<file path="src/rtl/unified_mem_arbiter_if.sv">
// Bus bundle between the core/DMA requesters, the unified memory port and the arbiter.
// master = requester/memory side, slave = arbiter.
interface unified_mem_arbiter_if #(
    parameter int unsigned AW = 32,
    parameter int unsigned DW = 32
);
    logic          cpu_req;
    logic          cpu_we;
    logic [AW-1:0] cpu_adr;
    logic [DW-1:0] cpu_wdata;
    logic          cpu_ack;
    logic [DW-1:0] cpu_rdata;
    logic          cpu_stall;

    logic          dma_req;
    logic          dma_we;
    logic [AW-1:0] dma_adr;
    logic [DW-1:0] dma_wdata;
    logic          dma_ack;
    logic [DW-1:0] dma_rdata;

    logic [AW-1:0] mem_adr;
    logic [DW-1:0] mem_wdata;
    logic          mem_we;
    logic [DW-1:0] mem_rdata;
    logic          busy;

    modport master (
        output cpu_req, cpu_we, cpu_adr, cpu_wdata,
        input  cpu_ack, cpu_rdata, cpu_stall,
        output dma_req, dma_we, dma_adr, dma_wdata,
        input  dma_ack, dma_rdata,
        input  mem_adr, mem_wdata, mem_we, busy,
        output mem_rdata
    );

    modport slave (
        input  cpu_req, cpu_we, cpu_adr, cpu_wdata,
        output cpu_ack, cpu_rdata, cpu_stall,
        input  dma_req, dma_we, dma_adr, dma_wdata,
        output dma_ack, dma_rdata,
        output mem_adr, mem_wdata, mem_we, busy,
        input  mem_rdata
    );
endinterface

</file>
<file path="src/rtl/unified_mem_arbiter.sv">
// Round-robin arbiter sharing the unified instruction/data memory port between the
// multicycle core and the DMA/program loader, one access at a time over MEM_LAT cycles.
module unified_mem_arbiter #(
    parameter int unsigned AW      = 32,
    parameter int unsigned DW      = 32,
    parameter int unsigned MEM_LAT = 1
) (
    input  logic                 clk,
    input  logic                 reset,
    unified_mem_arbiter_if.slave bus
);

    localparam int unsigned     CW      = $clog2(MEM_LAT) + 1;
    localparam logic [CW-1:0]   LAT_M1  = CW'(MEM_LAT - 1);
    localparam logic [CW-1:0]   CNT_ONE = CW'(1);
    localparam bit              LAT_ONE = (MEM_LAT == 1);

    localparam logic [1:0] S_IDLE   = 2'd0;
    localparam logic [1:0] S_ACCESS = 2'd1;
    localparam logic [1:0] S_WAIT   = 2'd2;
    localparam logic [1:0] S_DONE   = 2'd3;

    localparam logic SEL_CPU = 1'b0;
    localparam logic SEL_DMA = 1'b1;

    logic [1:0]    state_q, state_d;
    logic [CW-1:0] cnt_q, cnt_d;
    logic          owner_q, owner_d;
    logic          last_q, last_d;
    logic          we_q, we_d;
    logic          turn_q, turn_d;
    logic [AW-1:0] mem_adr_q, mem_adr_d;
    logic [DW-1:0] mem_wdata_q, mem_wdata_d;
    logic          mem_we_q, mem_we_d;
    logic          cpu_ack_q, cpu_ack_d;
    logic          dma_ack_q, dma_ack_d;
    logic [DW-1:0] cpu_rdata_q, cpu_rdata_d;
    logic [DW-1:0] dma_rdata_q, dma_rdata_d;
    logic          busy_q, busy_d;
    logic          sel_dma_c;
    logic          capture_c;

    // Next-state and output logic; turn_q gives requesters one IDLE cycle after their ack
    // to drop or retarget req before the next grant is taken.
    always_comb begin
        state_d     = state_q;
        cnt_d       = cnt_q;
        owner_d     = owner_q;
        last_d      = last_q;
        we_d        = we_q;
        turn_d      = 1'b0;
        mem_adr_d   = mem_adr_q;
        mem_wdata_d = mem_wdata_q;
        mem_we_d    = 1'b0;
        cpu_ack_d   = 1'b0;
        dma_ack_d   = 1'b0;
        cpu_rdata_d = cpu_rdata_q;
        dma_rdata_d = dma_rdata_q;
        capture_c   = 1'b0;
        sel_dma_c   = bus.dma_req & (~bus.cpu_req | (last_q == SEL_CPU));

        case (state_q)
            S_IDLE: begin
                if (~turn_q & (bus.cpu_req | bus.dma_req)) begin
                    owner_d     = sel_dma_c;
                    last_d      = sel_dma_c;
                    mem_adr_d   = sel_dma_c ? bus.dma_adr   : bus.cpu_adr;
                    mem_wdata_d = sel_dma_c ? bus.dma_wdata : bus.cpu_wdata;
                    we_d        = sel_dma_c ? bus.dma_we    : bus.cpu_we;
                    mem_we_d    = we_d;
                    state_d     = S_ACCESS;
                end
            end
            S_ACCESS: begin
                cnt_d = LAT_M1;
                if (LAT_ONE) begin
                    capture_c = 1'b1;
                    state_d   = S_DONE;
                end else begin
                    state_d   = S_WAIT;
                end
            end
            S_WAIT: begin
                cnt_d = cnt_q - CNT_ONE;
                if (cnt_q == CNT_ONE) begin
                    capture_c = 1'b1;
                    state_d   = S_DONE;
                end
            end
            S_DONE: begin
                state_d = S_IDLE;
                turn_d  = 1'b1;
            end
            default: state_d = S_IDLE;
        endcase

        // Last latency cycle: latch read data for the owner and arm its ack for DONE.
        if (capture_c) begin
            if (owner_q == SEL_DMA) begin
                dma_ack_d = 1'b1;
                if (!we_q) dma_rdata_d = bus.mem_rdata;
            end else begin
                cpu_ack_d = 1'b1;
                if (!we_q) cpu_rdata_d = bus.mem_rdata;
            end
        end

        busy_d = (state_d != S_IDLE);
    end

    always_ff @(posedge clk or posedge reset) begin
        if (reset) begin
            state_q     <= S_IDLE;
            cnt_q       <= '0;
            owner_q     <= SEL_CPU;
            last_q      <= SEL_DMA;
            we_q        <= 1'b0;
            turn_q      <= 1'b0;
            mem_adr_q   <= '0;
            mem_wdata_q <= '0;
            mem_we_q    <= 1'b0;
            cpu_ack_q   <= 1'b0;
            dma_ack_q   <= 1'b0;
            cpu_rdata_q <= '0;
            dma_rdata_q <= '0;
            busy_q      <= 1'b0;
        end else begin
            state_q     <= state_d;
            cnt_q       <= cnt_d;
            owner_q     <= owner_d;
            last_q      <= last_d;
            we_q        <= we_d;
            turn_q      <= turn_d;
            mem_adr_q   <= mem_adr_d;
            mem_wdata_q <= mem_wdata_d;
            mem_we_q    <= mem_we_d;
            cpu_ack_q   <= cpu_ack_d;
            dma_ack_q   <= dma_ack_d;
            cpu_rdata_q <= cpu_rdata_d;
            dma_rdata_q <= dma_rdata_d;
            busy_q      <= busy_d;
        end
    end

    assign bus.mem_adr   = mem_adr_q;
    assign bus.mem_wdata = mem_wdata_q;
    assign bus.mem_we    = mem_we_q;
    assign bus.cpu_ack   = cpu_ack_q;
    assign bus.dma_ack   = dma_ack_q;
    assign bus.cpu_rdata = cpu_rdata_q;
    assign bus.dma_rdata = dma_rdata_q;
    assign bus.busy      = busy_q;
    assign bus.cpu_stall = bus.cpu_req & ~cpu_ack_q;

endmodule
</file>
<file path="src/flat_wrapper.sv">
// flat-port wrapper written by rule: the top's interface ports become plain ports
module unified_mem_arbiter_flat 
#(
    parameter int unsigned AW      = 32,
    parameter int unsigned DW      = 32,
    parameter int unsigned MEM_LAT = 1
)
  (clk, reset, bus_cpu_req, bus_cpu_we, bus_cpu_adr, bus_cpu_wdata, bus_cpu_ack, bus_cpu_rdata, bus_cpu_stall, bus_dma_req, bus_dma_we, bus_dma_adr, bus_dma_wdata, bus_dma_ack, bus_dma_rdata, bus_mem_adr, bus_mem_wdata, bus_mem_we, bus_busy, bus_mem_rdata);
  unified_mem_arbiter_if #(.AW(AW), .DW(DW)) bus_i ();
  input  logic clk;
  input  logic reset;
  input wire logic [$bits(bus_i.cpu_req)-1:0] bus_cpu_req;
  input wire logic [$bits(bus_i.cpu_we)-1:0] bus_cpu_we;
  input wire logic [$bits(bus_i.cpu_adr)-1:0] bus_cpu_adr;
  input wire logic [$bits(bus_i.cpu_wdata)-1:0] bus_cpu_wdata;
  output wire logic [$bits(bus_i.cpu_ack)-1:0] bus_cpu_ack;
  output wire logic [$bits(bus_i.cpu_rdata)-1:0] bus_cpu_rdata;
  output wire logic [$bits(bus_i.cpu_stall)-1:0] bus_cpu_stall;
  input wire logic [$bits(bus_i.dma_req)-1:0] bus_dma_req;
  input wire logic [$bits(bus_i.dma_we)-1:0] bus_dma_we;
  input wire logic [$bits(bus_i.dma_adr)-1:0] bus_dma_adr;
  input wire logic [$bits(bus_i.dma_wdata)-1:0] bus_dma_wdata;
  output wire logic [$bits(bus_i.dma_ack)-1:0] bus_dma_ack;
  output wire logic [$bits(bus_i.dma_rdata)-1:0] bus_dma_rdata;
  output wire logic [$bits(bus_i.mem_adr)-1:0] bus_mem_adr;
  output wire logic [$bits(bus_i.mem_wdata)-1:0] bus_mem_wdata;
  output wire logic [$bits(bus_i.mem_we)-1:0] bus_mem_we;
  output wire logic [$bits(bus_i.busy)-1:0] bus_busy;
  input wire logic [$bits(bus_i.mem_rdata)-1:0] bus_mem_rdata;
  assign bus_i.cpu_req = bus_cpu_req;
  assign bus_i.cpu_we = bus_cpu_we;
  assign bus_i.cpu_adr = bus_cpu_adr;
  assign bus_i.cpu_wdata = bus_cpu_wdata;
  assign bus_cpu_ack = bus_i.cpu_ack;
  assign bus_cpu_rdata = bus_i.cpu_rdata;
  assign bus_cpu_stall = bus_i.cpu_stall;
  assign bus_i.dma_req = bus_dma_req;
  assign bus_i.dma_we = bus_dma_we;
  assign bus_i.dma_adr = bus_dma_adr;
  assign bus_i.dma_wdata = bus_dma_wdata;
  assign bus_dma_ack = bus_i.dma_ack;
  assign bus_dma_rdata = bus_i.dma_rdata;
  assign bus_mem_adr = bus_i.mem_adr;
  assign bus_mem_wdata = bus_i.mem_wdata;
  assign bus_mem_we = bus_i.mem_we;
  assign bus_busy = bus_i.busy;
  assign bus_i.mem_rdata = bus_mem_rdata;
  unified_mem_arbiter #(.AW(AW), .DW(DW), .MEM_LAT(MEM_LAT)) u_core (.clk(clk), .reset(reset), .bus(bus_i));
endmodule
</file>
<file path="config.mk">
export PLATFORM = sky130hd
export DESIGN_NAME = unified_mem_arbiter_flat
export DESIGN_NICKNAME = d
export VERILOG_FILES = /design/src/rtl/unified_mem_arbiter_if.sv /design/src/rtl/unified_mem_arbiter.sv /design/src/flat_wrapper.sv
export SDC_FILE = /design/constraint.sdc
export NUM_CORES = 1
export LEC_CHECK = 0
export ABC_AREA = 1
export CORE_ASPECT_RATIO = 0.9
export CORE_UTILIZATION = 35
export CTS_CLUSTER_DIAMETER = 120
export CTS_CLUSTER_SIZE = 10
export DETAILED_ROUTE_END_ITERATION = 6
export PLACE_DENSITY_LB_ADDON = 0.1
export SLEW_MARGIN = 20
export SYNTH_ARGS = -nofsm -noshare
export SYNTH_HDL_FRONTEND = slang
export SYNTH_SLANG_ARGS = --single-unit
</file>
<file path="constraint.sdc">
create_clock -name clk -period 7.8 [get_ports clk]
set_input_delay 1.17 -clock clk [delete_from_list [all_inputs] [get_ports clk]]
set_output_delay 1.17 -clock clk [all_outputs]
set_load 0.005 [all_outputs]
</file>
==> flow_metrics.env <==
export IMPL_power_density_mw_per_mm2=377
export IMPL_remaining_drc_errors=0
export IMPL_synthFlopType="dfrtp_1"
export IMPL_worst_clock_skew_ns=0.0105
export IMPL_max_freq_mhz=285
export IMPL_cts_max_path_buffers=2
export IMPL_required_ns=6.63
export IMPL_cts_setup_buffers=0
export IMPL_drtIter0Drc=358
export IMPL_num_fill_cells=1685
export IMPL_setup_violations=0
export IMPL_crit_fanout=3
export IMPL_busiest_layer="met2"
export IMPL_clkSinkCount=139
export IMPL_drive_above_1_share=0.0487
export IMPL_status="finished clean"
export IMPL_cp_start_kind="input port"
export IMPL_wl_per_cell_um=15.5
export IMPL_initial_core_util=0.362
export IMPL_ys_seq_elements=139
export IMPL_grt_pass1_vias=6052
export IMPL_clkTransAtPathRegs_ns=0.06
export IMPL_maxCapViolCount=0
export IMPL_htreeDepth=4
export IMPL_hold_viol_final=0
export IMPL_met3_usage=0.0583
export IMPL_die_h_um=131
export IMPL_vias=6316
export IMPL_drt_first_pass_iters=4
export IMPL_setup_ws_ns=4.29
export IMPL_worst_pin_slew_ns=0.765
export IMPL_synth_cell_types=18
export IMPL_ir_worst_vdd_uv=187
export IMPL_met1_usage=0.292
export IMPL_syn_avg_cell_area_um2=7.82
export IMPL_rsz0062_at_grt="false"
export IMPL_ys_seq_area_frac=0.539
export IMPL_postCtsHoldBufs=0
export IMPL_cts_tree="yes"
export IMPL_synthesis_area_mm2=0.00646
export IMPL_maxSlewHeadroom=0.490
export IMPL_finalNonFillerCells=1350
export IMPL_grt_max_degree=81
export IMPL_cts_made_buffers=17
export IMPL_synthToLayoutAreaGrowth_pct=56.0
export IMPL_grt_pass1_wl_um=33200
export IMPL_fin_area_mm2=0.0101
export IMPL_via_per_inst=4.68
export IMPL_grt_use_total=0.224
export IMPL_end_kind="output pin"
export IMPL_hp_class="reg2reg"
export IMPL_fin_setup_tns_ns=0
export IMPL_ant_nets=0
export IMPL_die_width_um=145
export IMPL_grt_ovfl_total=0
export IMPL_ctsResizeCount=0
export IMPL_die_area_mm2=0.0190
export IMPL_fin_crit_sh=0.450
export IMPL_nNetsFinal=1267
export IMPL_synth_edff_count=0
export IMPL_io_pins=299
export IMPL_antenna_found_initial=1
export IMPL_dpl_cell_area_mm2=0.00949
export IMPL_ys_warn_count=0
export IMPL_syn_num_nets=997
export IMPL_core_area_mm2=0.0178
export IMPL_async_flop_share=1.00
export IMPL_synthCells=826
export IMPL_place_ws_ns=4.21
export IMPL_fp_row_count=46
export IMPL_cts_root_buf="clkbuf_16"
export IMPL_grtUsageMet2=0.357
export IMPL_period_minus_slack_ns=3.51
export IMPL_place_congestion=0.797
export IMPL_slew_viol_final=0
export IMPL_worstSetupPathType="in2out"
export IMPL_hpwl_um=13800
export IMPL_placedCellCount=1317
export IMPL_p_leak_uw=0.00499
export IMPL_drt_total_wl_um=20900
export IMPL_clock_latency_ns=0.41
export IMPL_arrival_ns=2.34
export IMPL_port_buffers=298
metal layers:
layer / wire length [um] / vias up
li1: - / 3147
met1: 9340 / 2914
met2: 9730 / 227
met3: 1430 / 28
met4: 383 / 0
met5: 0 / -
registers in the layout, summed over array words and instances (netlist names), 2 cells and up:
register / flops
u_core.bus.cpu_rdata: 32
u_core.bus.dma_rdata: 32
u_core.bus.mem_adr: 32
u_core.bus.mem_wdata: 32
u_core.state_q: 2
critical path, cell delays in order:
cell and delay [ns]:
clkdlybuf4s50_1 0.53, inv_1 0.05, nor2_1 0.08, clkdlybuf4s50_1 0.50
synth_stat cells, types with 2 or more instances:
master    instances  share of area
nand2_1         467           0.27
dfrtp_1         138           0.53
nand3_1         100          0.077
nand4_1          33          0.032
buf_2            29          0.022
buf_4            13          0.015
inv_1            13         0.0076
clkbuf_1         10         0.0058
buf_6             6          0.010
ha_1              5         0.0097
nor2_1            3         0.0017
a21oi_1           2         0.0015
nor2_2            2         0.0019
final cells by class:
class,count,area (um2),share of cell area
flip-flops and latches,139,3480,0.345
repair buffers,309,3060,0.304
multi-input cells,615,2590,0.257
clock buffers,19,443,0.0440
well taps,240,300,0.0298
clock inverters,13,140,0.0139
inverters,14,57.6,0.00571
diodes,1,2.50,0.000248
cell usage in the layout, fill, tap and decap left out, types with 5 or more instances in the layout:
master	synthesis	final
inv_1	13	11
clkbuf_16	0	17
nand2_1	467	464
dfrtp_1	138	138
nand4_1	33	33
ha_1	5	5
clkdlybuf4s50_1	0	297
nand3_1	100	100
buf_4	13	11
through the flow:
| step | utilization | total power (uW) | hold slack [ns] |
|---|---|---|---|
| global placement | 0.532 | 3000 | 0.453 |
| finish | 0.565 | 3800 | 0.467 |
| detailed placement | 0.532 | 3020 | 0.457 |
| CTS | 0.565 | 3850 | 0.473 |
| floorplan | - | 2070 | 0.443 |
| global route | 0.565 | 4090 | 0.486 |
where the power goes:
part           switching [uW]  internal, uW  total [uW]  leakage, uW
clock                     327           481         809     0.000276
combinational             854           869        1720      0.00301
sequential                191          1080        1270      0.00171
cells by family (layout without fill, tap and decap cells):
logic type / Yosys count / in the layout / synth area share
simple gates: 606 / 606 / 0.386
flops: 139 / 139 / 0.539
buf+inv: 72 / 355 / 0.0620
fa+ha+maj: 5 / 5 / 0.00969
compound gates: 4 / 4 / 0.00407
other cells: 0 / 1 / 0
path summary, 6_finish.rpt:
check	start	end	slack (ns)	cells past startpoint
max in group asynchronous	reset	u_core.bus.cpu_rdata[27]$_DFFE_PP0P_	5.21	3
setup / recovery	bus_cpu_req	bus_cpu_stall	4.29	4
hold reg to reg	u_core.bus.mem_adr[22]$_DFFE_PP0P_	u_core.bus.mem_adr[22]$_DFFE_PP0P_	0.47	2
hold / removal	u_core.bus.mem_adr[22]$_DFFE_PP0P_	u_core.bus.mem_adr[22]$_DFFE_PP0P_	0.47	2
setup reg to reg	u_core.state_q[0]$_DFF_PP0_	u_core.bus.cpu_rdata[22]$_DFFE_PP0P_	5.27	9
min in group asynchronous	reset	u_core.bus.dma_rdata[25]$_DFFE_PP0P_	1.28	2
No activity file was read; power rests on OpenSTA's default activity.
